<file path="src/rtl/vga_timing_pkg.sv">
// Shared VGA timing constants (640x480@60 defaults) and the decode record
// used by the pixel timer.
package vga_timing_pkg;

    // Pixel clock divider default: sys_clk cycles per pixel
    localparam int DEF_DIV    = 2;

    // Horizontal timing in pixels
    localparam int DEF_H_VIS  = 640;
    localparam int DEF_H_FP   = 16;
    localparam int DEF_H_SYNC = 96;
    localparam int DEF_H_BP   = 48;

    // Vertical timing in lines
    localparam int DEF_V_VIS  = 480;
    localparam int DEF_V_FP   = 10;
    localparam int DEF_V_SYNC = 2;
    localparam int DEF_V_BP   = 33;

    // Counter width for hcount/vcount
    localparam int DEF_CW     = 11;

    // Region flags decoded from the next count value
    typedef struct packed {
        logic h_act;   // inside the horizontal sync window
        logic v_act;   // inside the vertical sync window
        logic vis;     // inside the visible area
    } sync_dec_t;

endpackage

</file>
<file path="src/rtl/vga_clk_ce.sv">
// Pixel clock divider: counts DIV sys_clk cycles per pixel, producing a
// registered pixel clock for the DAC and a one-cycle pixel enable.
// pix_adv is the combinational "this edge completes a pixel" strobe the
// timing counters use so they change on the same edge pixel_ce rises.
module vga_clk_ce
    import vga_timing_pkg::*;
#(
    parameter int DIV = DEF_DIV
) (
    input  logic sys_clk,
    input  logic clrn,
    input  logic en,
    output logic vga_clk,
    output logic pixel_ce,
    output logic pix_adv
);

    localparam int             DW     = (DIV > 2) ? $clog2(DIV) : 1;
    localparam logic [DW-1:0]  D_LAST = DW'(DIV - 1);
    localparam logic [DW-1:0]  D_HALF = DW'(DIV / 2);

    logic [DW-1:0] r_d;
    logic          r_vclk;
    logic          r_ce;
    logic [DW-1:0] w_d_nxt;
    logic          w_wrap;

    assign w_wrap  = (r_d == D_LAST);
    assign w_d_nxt = !en ? r_d : (w_wrap ? '0 : r_d + DW'(1));
    assign pix_adv = en & w_wrap;

    // Divider phase, pixel clock level and pixel enable; all hold when en is low
    always_ff @(posedge sys_clk or negedge clrn) begin
        if (!clrn) begin
            r_d    <= '0;
            r_vclk <= 1'b1;
            r_ce   <= 1'b0;
        end else begin
            r_d    <= w_d_nxt;
            r_vclk <= (w_d_nxt < D_HALF);
            r_ce   <= en & w_wrap;
        end
    end

    assign vga_clk  = r_vclk;
    assign pixel_ce = r_ce;

endmodule

</file>
<file path="src/rtl/vga_pixel_timer.sv">
// VGA raster timer: pixel divider plus horizontal/vertical counters with
// registered sync, blanking and line/frame markers. Every decoded output is
// computed from the next count value so it lines up with hcount/vcount.
module vga_pixel_timer
    import vga_timing_pkg::*;
#(
    parameter int DIV    = DEF_DIV,
    parameter int H_VIS  = DEF_H_VIS,
    parameter int H_FP   = DEF_H_FP,
    parameter int H_SYNC = DEF_H_SYNC,
    parameter int H_BP   = DEF_H_BP,
    parameter int V_VIS  = DEF_V_VIS,
    parameter int V_FP   = DEF_V_FP,
    parameter int V_SYNC = DEF_V_SYNC,
    parameter int V_BP   = DEF_V_BP,
    parameter bit HS_POL = 1'b0,
    parameter bit VS_POL = 1'b0,
    parameter int CW     = DEF_CW
) (
    input  logic          sys_clk,
    input  logic          clrn,
    input  logic          en,
    output logic          vga_clk,
    output logic          pixel_ce,
    output logic [CW-1:0] hcount,
    output logic [CW-1:0] vcount,
    output logic          hsync,
    output logic          vsync,
    output logic          vga_blank_n,
    output logic          vga_sync_n,
    output logic          line_start,
    output logic          frame_start
);

    // Window boundaries, fixed at elaboration
    localparam int            H_TOT    = H_VIS + H_FP + H_SYNC + H_BP;
    localparam int            V_TOT    = V_VIS + V_FP + V_SYNC + V_BP;
    localparam logic [CW-1:0] H_LAST   = CW'(H_TOT - 1);
    localparam logic [CW-1:0] V_LAST   = CW'(V_TOT - 1);
    localparam logic [CW-1:0] H_VIS_E  = CW'(H_VIS);
    localparam logic [CW-1:0] V_VIS_E  = CW'(V_VIS);
    localparam logic [CW-1:0] HS_BEG   = CW'(H_VIS + H_FP);
    localparam logic [CW-1:0] HS_END   = CW'(H_VIS + H_FP + H_SYNC);
    localparam logic [CW-1:0] VS_BEG   = CW'(V_VIS + V_FP);
    localparam logic [CW-1:0] VS_END   = CW'(V_VIS + V_FP + V_SYNC);

    logic          w_adv;
    logic          w_h_last;
    logic          w_v_last;
    logic [CW-1:0] w_h_nxt;
    logic [CW-1:0] w_v_nxt;
    sync_dec_t     w_dec;

    logic [CW-1:0] r_h;
    logic [CW-1:0] r_v;
    logic          r_hs;
    logic          r_vs;
    logic          r_blank_n;
    logic          r_sync_n;
    logic          r_ls;
    logic          r_fs;

    vga_clk_ce #(
        .DIV      (DIV)
    ) u_clk_ce (
        .sys_clk  (sys_clk),
        .clrn     (clrn),
        .en       (en),
        .vga_clk  (vga_clk),
        .pixel_ce (pixel_ce),
        .pix_adv  (w_adv)
    );

    assign w_h_last = (r_h == H_LAST);
    assign w_v_last = (r_v == V_LAST);

    // Next raster position: h steps per pixel, v steps on the h wrap
    always_comb begin
        w_h_nxt = r_h;
        w_v_nxt = r_v;
        if (w_adv) begin
            w_h_nxt = w_h_last ? '0 : r_h + CW'(1);
            if (w_h_last) begin
                w_v_nxt = w_v_last ? '0 : r_v + CW'(1);
            end
        end
    end

    // Region decode of the next position
    always_comb begin
        w_dec       = '0;
        w_dec.h_act = (w_h_nxt >= HS_BEG) && (w_h_nxt < HS_END);
        w_dec.v_act = (w_v_nxt >= VS_BEG) && (w_v_nxt < VS_END);
        w_dec.vis   = (w_h_nxt < H_VIS_E) && (w_v_nxt < V_VIS_E);
    end

    // Counters and decoded outputs; with en low w_adv is 0 so everything holds
    always_ff @(posedge sys_clk or negedge clrn) begin
        if (!clrn) begin
            r_h       <= '0;
            r_v       <= '0;
            r_hs      <= ~HS_POL;
            r_vs      <= ~VS_POL;
            r_blank_n <= 1'b1;
            r_sync_n  <= 1'b1;
            r_ls      <= 1'b0;
            r_fs      <= 1'b0;
        end else begin
            r_h       <= w_h_nxt;
            r_v       <= w_v_nxt;
            r_hs      <= w_dec.h_act ? HS_POL : ~HS_POL;
            r_vs      <= w_dec.v_act ? VS_POL : ~VS_POL;
            r_blank_n <= w_dec.vis;
            r_sync_n  <= ~(w_dec.h_act | w_dec.v_act);
            r_ls      <= w_adv & w_h_last;
            r_fs      <= w_adv & w_h_last & w_v_last;
        end
    end

    assign hcount      = r_h;
    assign vcount      = r_v;
    assign hsync       = r_hs;
    assign vsync       = r_vs;
    assign vga_blank_n = r_blank_n;
    assign vga_sync_n  = r_sync_n;
    assign line_start  = r_ls;
    assign frame_start = r_fs;

endmodule
</file>
<file path="config.mk">
export PLATFORM = sky130hd
export DESIGN_NAME = vga_pixel_timer
export DESIGN_NICKNAME = d
export VERILOG_FILES = /design/src/rtl/vga_timing_pkg.sv /design/src/rtl/vga_clk_ce.sv /design/src/rtl/vga_pixel_timer.sv
export SDC_FILE = /design/constraint.sdc
export NUM_CORES = 1
export LEC_CHECK = 0
export CAP_MARGIN = 10
export CORE_ASPECT_RATIO = 2
export CORE_MARGIN = 3
export CORE_UTILIZATION = 55
export DETAILED_ROUTE_END_ITERATION = 16
export HOLD_SLACK_MARGIN = 0.05
export PLACE_DENSITY = 0.82
export SETUP_SLACK_MARGIN = 0.5
export SLEW_MARGIN = 20
export SYNTH_ARGS = -nofsm -noshare
export SYNTH_HDL_FRONTEND = slang
export SYNTH_SLANG_ARGS = --single-unit
</file>
<file path="constraint.sdc">
create_clock -name sys_clk -period 4.57 [get_ports sys_clk]
set_input_delay 0.6855 -clock sys_clk [delete_from_list [all_inputs] [get_ports sys_clk]]
set_output_delay 0.6855 -clock sys_clk [all_outputs]
set_load 0.05 [all_outputs]
</file>
==> flow_metrics.env, run 1 <==
export IMPL_ant_nets=0
export IMPL_r2r_setup_slack_ns=1.95
export IMPL_n_antenna_cell=0
export IMPL_synth_edf_count=0
export IMPL_post_cts_resized=0
export IMPL_io_pins=33
export IMPL_synth_nets=179
export IMPL_yosys_warnings=0
export IMPL_finalCritPeriodShare_pct=69.3
export IMPL_fp_dieH_um=84.0
export IMPL_syn_avg_cell_area_um2=9.73
export IMPL_rows=27
export IMPL_crit_arrival_ns=3.36
export IMPL_post_cts_setup_buffers=0
export IMPL_cts_tree="built"
export IMPL_hold_viol=0
export IMPL_start_kind="input port"
export IMPL_antenna_found_initial=0
export IMPL_place_area_mm2=0.00199
export IMPL_grt_pass1_vias=1542
export IMPL_crit_type="input port to register"
export IMPL_grt_max_degree=32
export IMPL_fillers=229
export IMPL_cts_buffers=5
export IMPL_min_to="u_clk_ce.r_d"
export IMPL_rsz0062_at_grt="false"
export IMPL_nets=211
export IMPL_drcViolationCount=0
export IMPL_gp_congestion=0.932
export IMPL_dr_pass1_iters=4
export IMPL_yosysSeqAreaShare_pct=46.7
export IMPL_maxCapViolCount=0
export IMPL_maxSlewViolCount=0
export IMPL_overflow=0
export IMPL_totalWireLength_mm=4.18
export IMPL_drt_iter0_markers=94
export IMPL_slew_limit_headroom_pct=65.6
export IMPL_fin_tns_setup_ns=0
export IMPL_mostFrequentLayoutCell="clkdlybuf4s50_1"
export IMPL_portBuffers=32
export IMPL_reg2reg_to="vsync"
export IMPL_path_max_fanout=15
export IMPL_cts_buffer_depth=2
export IMPL_holdCritPathClass="register to register"
export IMPL_clock_latency_ns=0.28
export IMPL_core_area_mm2=0.00284
export IMPL_period_needed_ns=3.17
export IMPL_worstMarginPinSlew_ns=0.514
export IMPL_cp_end_kind="register"
export IMPL_grt_pass1_wl_mm=7.17
export IMPL_cts_sinks=31
export IMPL_synth_distinct_cells=46
export IMPL_holdCritStartpoint="u_clk_ce.r_d"
export IMPL_vias_per_cell=6.50
export IMPL_fmax_ghz=0.316
export IMPL_power_density_mw_per_mm2=407
export IMPL_synth_top_flop_cell="dfrtp_1"
export IMPL_synth_async_sr_flop_share_pct=100
export IMPL_r2r_cells=8
export IMPL_die_area_mm2=0.00378
export IMPL_finClkSkew_ns=0.00546
export IMPL_syn_area_mm2=0.00167
export IMPL_drive_gt1_share_pct=9.76
export IMPL_final_cell_mix="32 x clkdlybuf4s50_1, 26 x dfrtp_1, 21 x nand2_1"
export IMPL_hpwl_mm=3.05
export IMPL_status="completed"
export IMPL_p_leak_uw=0.000867
export IMPL_htreeDepth=2
export IMPL_clk_pin_slew_ns=0.06
export IMPL_r2r_start="u_clk_ce.r_d"
export IMPL_setup_viol=0
export IMPL_setup_ws_ns=1.40
export IMPL_cts_root_buf="clkbuf_8"
export IMPL_min_path_cells=1
export IMPL_vias=1522
export IMPL_place_ws_ns=1.15
export IMPL_initial_utilization_pct=59.0
export IMPL_syn2layout_area_growth_pct=24.5
export IMPL_routed_wire_length_per_instance_um=17.9
export IMPL_synth_seq_cells=31
export IMPL_die_w_um=45.0
export IMPL_cts_hold_repair_buffers=0
export IMPL_fin_area_mm2=0.00208
export IMPL_ir_drop_mv=0.356
export IMPL_required_ns=4.76
export IMPL_syn_inst=172
export IMPL_grt_usage_pct=25.1
-- flip-flops by register name (all words and copies together) (netlist names) --
| register | count |
|---|---|
| vcount | 11 |
| vga_sync_n | 1 |
| vga_blank_n | 1 |
| vsync | 1 |
| frame_start | 1 |
| hsync | 1 |
| u_clk_ce.vga_clk | 1 |
| u_clk_ce.r_d | 1 |
| hcount | 11 |
| u_clk_ce.pixel_ce | 1 |
| line_start | 1 |
-- worst max-delay path, stage by stage --
cell	delay (ns)
clkdlybuf4s50_1	0.46
ha_1	0.35
nand4_2	0.29
or3_1	0.58
clkinv_4	0.17
nand3_2	0.10
o21ai_1	0.14
a32oi_1	0.09
or4_1	0.48
-- layout make-up --
class	instances	area, µm²	area share [%]
clock buffer	7	86.3	4.15
clock inverter	1	5.00	0.240
multi-input combinational	127	817	39.2
timing repair buffer	33	328	15.7
sequential	31	782	37.6
inverter	6	27.5	1.32
tap	29	36.3	1.74
-- power by group --
group / switching (µW) / leakage, µW / internal (µW)
clock network: 97.8 / 0.0000482 / 121
registers: 49.5 / 0.000398 / 313
logic: 173 / 0.000421 / 91.8
-- per-layer routing --
layer  up-vias  track usage, %  wire [µm]
met2        84            42.5       2310
met5         -               0          0
li1        689               -          -
met4         0            13.3        198
met3        28            5.18        252
met1       721            27.4       1420
-- Yosys cell counts (2+ instances only) --
| library cell | number | share of area [%] |
|---|---|---|
| a21o_1 | 3 | 1.3 |
| ha_1 | 4 | 3.0 |
| nor3_1 | 5 | 1.5 |
| nand4b_1 | 3 | 1.6 |
| nor4bb_1 | 2 | 1.2 |
| a31oi_1 | 2 | 0.75 |
| dfstp_2 | 5 | 7.9 |
| and3_1 | 4 | 1.5 |
| xnor2_1 | 6 | 3.1 |
| dfrtp_1 | 26 | 39 |
| clkbuf_1 | 5 | 1.1 |
| a2111oi_0 | 2 | 1.0 |
| mux2i_1 | 3 | 1.8 |
| and4_1 | 2 | 1.0 |
| buf_6 | 2 | 1.3 |
| nand3_1 | 9 | 2.7 |
| inv_1 | 5 | 1.1 |
| nor4_1 | 3 | 1.1 |
| a21oi_1 | 4 | 1.2 |
| or3_1 | 3 | 1.1 |
| nand4_1 | 6 | 2.2 |
| xor2_1 | 6 | 3.1 |
| o21ai_1 | 5 | 1.5 |
| o21ai_0 | 7 | 2.1 |
| nand2_1 | 21 | 4.7 |
| nor2_1 | 9 | 2.0 |
-- logic make-up after synthesis --
family,share of synthesized area [%]
AND/OR/NAND/NOR,26.0
adder cells (fa/ha/maj),2.99
multiplexers,2.47
XOR/XNOR,6.28
buffers and inverters,4.41
AO/OA/AOI/OAI,11.1
flip-flops,46.7
-- metrics by stage --
step,std cells,utilization (%),hold slack [ns],power [µW]
6_report,234,73.4,0.500,847
5_1_grt,234,73.4,0.545,890
3_3_place_gp,226,70.1,0.475,626
2_1_floorplan,172,-,0.390,546
4_1_cts,234,73.4,0.510,853
3_5_place_dp,226,70.1,0.495,634
-- worst max path at each step --
stage	start	endpoint	slack, ns	cells past startpoint
3_3_place_gp	en	vsync	1.25	9
4_1_cts	en	vsync	1.43	9
5_1_grt	en	vsync	1.25	9
2_1_floorplan	en	vsync	1.94	10
6_report	en	vsync	1.40	9
3_5_place_dp	en	vsync	1.15	9
(Power assumes the default switching activity.)
==> run 2: changes to the inputs <==
- CORE_UTILIZATION: 55 -> 46
- PLACE_DENSITY: 0.82 -> 0.73
- clock period: 4.57 -> 2.8 ns (I/O delays scaled with it)
==> flow_metrics.env, run 2 (synthesized netlist as in run 1, its figures left out) <==
export IMPL_status="completed"
export IMPL_slew_limit_headroom_pct=65.7
export IMPL_syn2layout_area_growth_pct=47.4
export IMPL_max_stage_delay_ns=0.48
export IMPL_portBuffers=32
export IMPL_n_antenna_cell=0
export IMPL_setup_viol=0
export IMPL_clk_pin_slew_ns=0.07
export IMPL_maxSlewViolCount=0
export IMPL_holdCritPathClass="input port to async pin"
export IMPL_dr_pass1_iters=4
export IMPL_crit_chain="or3_4 > or3_4 > clkinv_4 > nand2_2 > o22a_1 > or4_1"
export IMPL_fmax_ghz=0.437
export IMPL_period_needed_ns=2.29
export IMPL_crit_arrival_ns=2.49
export IMPL_reg2reg_to="vsync"
export IMPL_totalWireLength_mm=4.94
export IMPL_antenna_found_initial=0
export IMPL_path_depth=6
export IMPL_regArea_um2=795
export IMPL_die_w_um=48.6
export IMPL_hold_viol=0
export IMPL_seqPwrFrac_pct=40.9
export IMPL_fin_tns_setup_ns=0
export IMPL_drive_gt1_share_pct=31.9
export IMPL_crit_top_cell="or3_4"
export IMPL_worstMarginPinSlew_ns=0.513
export IMPL_grt_pass1_vias=1560
export IMPL_vias_per_cell=5.86
export IMPL_hpwl_mm=3.25
export IMPL_clock_latency_ns=0.29
export IMPL_swShare_pct=38.1
export IMPL_cts_buffers=5
export IMPL_mostFrequentLayoutCell="clkdlybuf4s50_1"
export IMPL_rsz0062_at_grt="true"
export IMPL_fp_dieH_um=91.3
export IMPL_r2r_cells=6
export IMPL_cp_end_kind="register"
export IMPL_fin_hold_ws_ns=0.520
export IMPL_io_pins=33
export IMPL_post_route_util_pct=71.4
export IMPL_start_kind="register"
export IMPL_power_density_mw_per_mm2=615
export IMPL_r2r_start="hcount[6]"
export IMPL_multi_input_area_um2=978
export IMPL_worstSetupStartpoint="hcount[6]"
export IMPL_routed_wire_length_per_instance_um=18.0
export IMPL_comb_power_share_pct=33.0
export IMPL_core_area_mm2=0.00345
export IMPL_gp_congestion=0.938
export IMPL_cts_root_buf="clkbuf_8"
export IMPL_slowest_stage="or4_1"
export IMPL_cp_endpoint="vsync"
export IMPL_rows=30
export IMPL_drt_iter0_markers=62
export IMPL_path_max_fanout=7
export IMPL_p_leak_uw=0.000975
export IMPL_crit_type="register to register"
export IMPL_cts_buffer_depth=2
export IMPL_fillers=266
export IMPL_vias=1606
export IMPL_r2r_setup_slack_ns=0.51
export IMPL_initial_utilization_pct=48.4
export IMPL_ir_drop_mv=0.674
export IMPL_die_area_mm2=0.00444
export IMPL_crit_buf_inv=1
export IMPL_grt_usage_pct=21.6
export IMPL_drcViolationCount=0
export IMPL_cp_top_family="simple AND/OR/NAND/NOR gates"
export IMPL_final_cell_mix="32 x clkdlybuf4s50_1, 20 x nand2_1, 20 x buf_4"
export IMPL_nets=232
export IMPL_internal_power_uw=939
export IMPL_required_ns=3.00
export IMPL_power_switching_uw=578
export IMPL_grt_max_degree=32
export IMPL_cts_tree="built"
export IMPL_htreeDepth=2
export IMPL_grt_pass1_wl_mm=7.45
export IMPL_overflow=0
export IMPL_finalCritPeriodShare_pct=81.8
export IMPL_finClkSkew_ns=0.00519
export IMPL_cts_sinks=31
export IMPL_maxCapViolCount=0
export IMPL_p_clk_share_pct=26.1
export IMPL_cts_hold_repair_buffers=0
export IMPL_ant_nets=0
run 2: worst register-to-register path: stages, from the launching register on:
cell and delay [ns]:
dfrtp_2 0.45, or3_4 0.41, or3_4 0.45, clkinv_4 0.10, nand2_2 0.08, o22a_1 0.24, or4_1 0.48
run 2: area by class of cell:
cell class	count	share of cell area (%)
multi-input cells	127	39.7
clock inverters	1	0.304
flip-flops and latches	31	32.2
repair buffers	54	20.3
inverters	6	1.12
well taps	48	2.44
clock buffers	7	3.91
run 2: power groups by stage:
stage	Sequential (µW)	Clock, µW	Combinational [µW]
global placement	614	0	441
detailed placement	618	0	453
global route	631	417	533
CTS	611	400	456
floorplan	764	0	150
finish	621	395	501
run 2: timing repair:
action / CTS / global route
buffers inserted: 2 / 14
endpoints found under the setup margin: 3 / 5
pin swaps: 2 / 11
resized for setup: 5 / 24
run 2: how the worst min path moves through the flow:
stage / start / to / slack, ns / cells past startpoint
finish: clrn / u_clk_ce.pixel_ce / 0.52 / 2
global route: clrn / vcount[9] / 0.56 / 2
CTS: u_clk_ce.r_d / u_clk_ce.r_d / 0.50 / 1
detailed placement: u_clk_ce.r_d / u_clk_ce.r_d / 0.48 / 1
global placement: u_clk_ce.r_d / u_clk_ce.r_d / 0.50 / 1
floorplan: clrn / frame_start / 0.12 / 0
run 2: per-layer routing:
metal	global-route usage [%]	wire [µm]	vias up
li1	-	-	727
met1	21.3	1670	785
met2	39.3	2830	69
met3	3.78	190	25
met4	15.2	249	0
met5	0	0	-
run 2: metrics by stage:
stage / instance area (µm²) / total power, µW / setup slack, ns / instances
2_1_floorplan: 1700 / 913 / 0.436 / 172
3_3_place_gp: 2080 / 1060 / 0.140 / 250
3_5_place_dp: 2080 / 1070 / 0.0957 / 250
4_1_cts: 2220 / 1470 / 0.488 / 260
5_1_grt: 2470 / 1580 / 0.444 / 274
6_report: 2470 / 1520 / 0.509 / 274
==> run 3: changes to the inputs <==
- clock period: 2.8 -> 2 ns (I/O delays scaled with it)
==> flow_metrics.env, run 3 (synthesized netlist as in run 1, its figures left out) <==
export IMPL_maxCapViolCount=0
export IMPL_clock_latency_ns=0.28
export IMPL_cts_buffers=5
export IMPL_start_kind="register"
export IMPL_cts_buffer_depth=2
export IMPL_vias_per_cell=5.67
export IMPL_status="complete, but fails checks"
export IMPL_hold_viol=0
export IMPL_finClkSkew_ns=0.00402
export IMPL_rows=30
export IMPL_dr_pass1_iters=5
export IMPL_cts_tree="built"
export IMPL_grt_pass1_vias=1909
export IMPL_setup_ws_ns=-0.192
export IMPL_worstMarginPinSlew_ns=0.499
export IMPL_mostFrequentLayoutCell="buf_4"
export IMPL_grt_pass1_wl_mm=9.07
export IMPL_holdCritPathClass="input port to async pin"
export IMPL_drcViolationCount=0
export IMPL_grt_max_degree=32
export IMPL_final_cell_mix="57 x buf_4, 19 x nand2_1, 16 x dfrtp_1, 16 x buf_6"
export IMPL_violations="negative setup slack"
export IMPL_syn2layout_area_growth_pct=73.3
export IMPL_crit_arrival_ns=2.39
export IMPL_drt_iter0_markers=72
export IMPL_hpwl_mm=3.74
export IMPL_cts_root_buf="clkbuf_8"
export IMPL_fmax_ghz=0.456
export IMPL_routed_wire_length_per_instance_um=17.9
export IMPL_htreeDepth=2
export IMPL_power_density_mw_per_mm2=776
export IMPL_maxSlewViolCount=0
export IMPL_core_area_mm2=0.00345
export IMPL_required_ns=2.19
export IMPL_overflow=0
export IMPL_place_ws_ns=-0.555
export IMPL_slew_limit_headroom_pct=66.9
export IMPL_antenna_found_initial=0
export IMPL_path_max_fanout=4
export IMPL_totalWireLength_mm=5.73
export IMPL_io_pins=33
export IMPL_p_leak_uw=0.00133
export IMPL_period_needed_ns=2.19
export IMPL_ir_drop_mv=1.01
export IMPL_crit_type="register to register"
export IMPL_clk_pin_slew_ns=0.07
export IMPL_die_w_um=48.6
export IMPL_portBuffers=32
export IMPL_cts_sinks=31
export IMPL_fin_hold_ws_ns=0.422
export IMPL_die_area_mm2=0.00444
export IMPL_cp_end_kind="register"
export IMPL_setup_viol=5
export IMPL_initial_utilization_pct=48.4
export IMPL_rsz0062_at_grt="true"
export IMPL_gp_congestion=0.883
export IMPL_grt_usage_pct=26.5
export IMPL_fp_dieH_um=91.3
export IMPL_ant_nets=0
export IMPL_nets=278
export IMPL_vias=1813
export IMPL_cts_hold_repair_buffers=0
export IMPL_drive_gt1_share_pct=59.6
export IMPL_finalCritPeriodShare_pct=110
export IMPL_n_antenna_cell=0
-- run 3: stage by stage --
| step | instances | total power, µW | area, µm² | setup TNS, ns | utilization, % |
|---|---|---|---|---|---|
| after floorplan | 172 | 1300 | 1720 | -1.61 | - |
| after global placement | 293 | 1590 | 2410 | -4.68 | 69.8 |
| after detailed placement | 293 | 1620 | 2410 | -5.58 | 69.8 |
| after CTS | 314 | 2170 | 2800 | -0.402 | 80.9 |
| after global routing | 320 | 2360 | 2900 | -0.887 | 83.9 |
| final | 320 | 2250 | 2900 | -0.573 | 83.9 |
-- run 3: timing repair --
action / 4_1_cts / 5_1_grt
resized for setup: 134 / 32
setup endpoints to repair: 50 / 32
pin swaps: 28 / 13
setup buffers: 13 / 6
-- run 3: final cells by class --
type	instances	area, µm²
clock buffers	7	86.3
clock inverters	1	5.00
fillers	201	554
inverters	6	27.5
multi-input cells	127	1080
flip-flops and latches	31	795
well taps	48	60.1
repair buffers	100	842
-- run 3: layer usage --
layer,part of all wire (%),global-route usage [%],wire (µm),vias up
li1,-,-,-,816
met1,32,26.2,1860,897
met2,59,52.3,3400,81
met3,4.6,3.12,261,19
met4,3.8,11.6,215,0
met5,0,0,0,-
-- run 3: report_power, final --
part / total [µW] / internal, µW / switching, µW / leakage [µW]
clock network: 508 / 277 / 230 / 0.0000482
logic: 949 / 389 / 560 / 0.000899
registers: 794 / 728 / 66.7 / 0.000386
-- run 3: final timing paths --
| kind | end | slack, ns | start | cells past startpoint |
|---|---|---|---|---|
| hold / removal | vcount[6] | 0.42 | clrn | 2 |
| setup reg to reg | vsync | -0.19 | hcount[6] | 6 |
| min in group sys_clk | u_clk_ce.vga_clk | 0.44 | en | 3 |
| hold reg to reg | u_clk_ce.vga_clk | 0.53 | u_clk_ce.r_d | 2 |
| max in group asynchronous | vga_sync_n | 1.25 | clrn | 2 |
| setup / recovery | vsync | -0.19 | hcount[6] | 6 |
-- run 3: critical path, stage by stage, from the launching register on --
cell and delay [ns]:
dfrtp_1 0.39, or3_4 0.40, or3_4 0.38, a21oi_2 0.13, mux2i_1 0.10, o22a_1 0.22, or4_1 0.49
==> patch (config.mk and constraints of run 3) <==
Change the package constant `DEF_DIV` from 2 to 1.
--- a/src/rtl/vga_timing_pkg.sv
+++ b/src/rtl/vga_timing_pkg.sv
@@ -4,5 +4,5 @@
 
     // Pixel clock divider default: sys_clk cycles per pixel
-    localparam int DEF_DIV    = 2;
+    localparam int DEF_DIV    = 1;
 
     // Horizontal timing in pixels
Function: changed (Yosys sat finds a counterexample within 4 cycles, from zero or initial values).
==> patch against run 3 <==
The run still ends with setup timing left; wire length shrank 14%; non-clock buffer count fell by 6; area after synthesis shrank 1.7%; sequential power down 3.5%; clock power down 1%; cell count down 3.8%; cell area down 5.8%; fmax decreased by 3.1%; sequential cell count decreased by 1; total power shrank 5.7%; worst setup slack worse by 0.069 ns; largest cell class unchanged.
==> patch: results (changes against run 3) <==
stage	metric	value	unit	change
status	status	complete, but fails checks		
status	violations	setup timing		
cells_and_area	drive_gt1_share	56.2	%	-3.4 points
place	place_area	2390	µm²	-0.88%
drt	wl_per_cell	16.0	µm	-11%
synthesis	synthTopCellsByArea	dfrtp_1, dfstp_2, nand2_1		
synthesis	synth-adder-area-share	2.28	%	-0.71 points
drt	drtIter0Drc	57		-21%
cells_and_area	final_cells	308		-3.8%
power	p_leak	1.22	nW	-8.6%
timing	whs	0.405	ns	-0.0170 ns
synthesis	syn_nets	173		-3.4%
worst_setup_path	worstPathMaxFanout	2		-2
cells_and_area	fin_nets	265		-4.7%
power	ir_drop	710	µV	-30%
global_routing	grt_max_degree	31		-3.1%
timing	fin_ws	-0.261	ns	-0.0693 ns
worst_setup_path	reg2reg_from	hcount[5]		
clock_tree	clk_pin_slew	0.06	ns	
worst_setup_path	crit_slowest_cell	or4b_4		
cells_and_area	nFillCells	217		+8.0%
synthesis	ys_seq_area_share	46.0	%	-0.70 points
timing	finalSetupTns	-1.38	ns	-0.806 ns
synthesis	synth_compound_area_share	11.3	%	+0.12 points
synthesis	syn_avg_cell_area	9.84	µm²	+1.2%
worst_setup_path	reg2reg_to	vga_sync_n		
synthesis	synth_mux_area_share	3.12	%	+0.65 points
place	pre_cts_ws	-0.639	ns	-0.0842 ns
drt	dr.pass1.iters	4		-1
floorplan	initial_utilization	48.1	%	-0.31 points
worst_setup_path	rr_worst_depth	7		+1
place	gp_congestion	0.910		+3.0%
cells_and_area	utilization	79.9	%	-4.0 points
drt	vias_per_cell	5.42		-4.3%
global_routing	grt_pass1_vias	1759		-7.9%
synthesis	synthXorXnorAreaFrac	6.93	%	+0.64 points
timing	skew	0.00456	ns	+0.000541 ns
synthesis	ys_types	50		+8.7%
place	place_inst	286		-2.4%
place	io_buffers	32		unchanged
synthesis	synth_common_cells	dfrtp_1, nand2_1, nor2_1, nand3_1		
timing	finalSetupViolations	12		+7
global_routing	grt_util_all_layers	23.5	%	-2.9 points
global_routing	grt_pass1_wl	7.59	mm	-16%
-- patch: changes by cell type in the layout (fill, tap and decap cells not counted), sizes merged, moves of 2 or more --
cell and change:
a2111oi -2, a21o -2, and3 -4, and4 -2
buf -9, clkdlybuf4s15 +4, inv -2, nand2 -5
nand3 -2, nor2 +5, nor3b +3, nor4bb -2
o21ai -3, or4 +2
-- patch: cells by family (layout without fill, tap and decap cells) --
group / Yosys count / count (layout)
other: 1 / 1
xor gates and xnor gates: 13 / 13
DFF: 30 / 30
muxes: 5 / 5
and+or+nand+nor: 74 / 74
buffers and inverters: 13 / 106
AOI/OAI and AO/OA: 28 / 28
adders and majority gates: 3 / 3
-- patch: repair_timing --
| item | CTS | global route |
|---|---|---|
| hold buffers | 0 | 0 |
| setup endpoints to repair | 52 | 34 |
| pin swaps | 5 | 11 |
| gates resized for setup | 89 | 58 |
| buffers inserted | 7 | 7 |
-- patch: cell type report --
class,count,share of cell area [%]
multi-input combinational,124,36.4
sequential,30,28.2
inverter,4,0.733
timing repair buffer,94,29.1
clock buffer,7,3.16
clock inverter,1,0.183
tap,48,2.20
-- patch: worst max path at each step --
stage | cells after the start | end | start
final | 7 | vga_sync_n | hcount[5]
after CTS | 7 | vga_sync_n | hcount[5]
after global placement | 7 | vga_sync_n | en
after global routing | 7 | vga_sync_n | hcount[5]
after floorplan | 9 | vga_sync_n | hcount[7]
after detailed placement | 7 | vga_sync_n | en
-- patch: report_power, final --
| part | internal [mW] | switching, mW |
|---|---|---|
| registers | 0.692 | 0.0746 |
| clock network | 0.277 | 0.223 |
| logic | 0.350 | 0.505 |
-- patch: routing by layer --
metal,track usage (%),share of wire [%]
met3,4.19,4.2
met2,40.9,58
met5,0,0
met1,24.7,36
met4,11.0,2.1
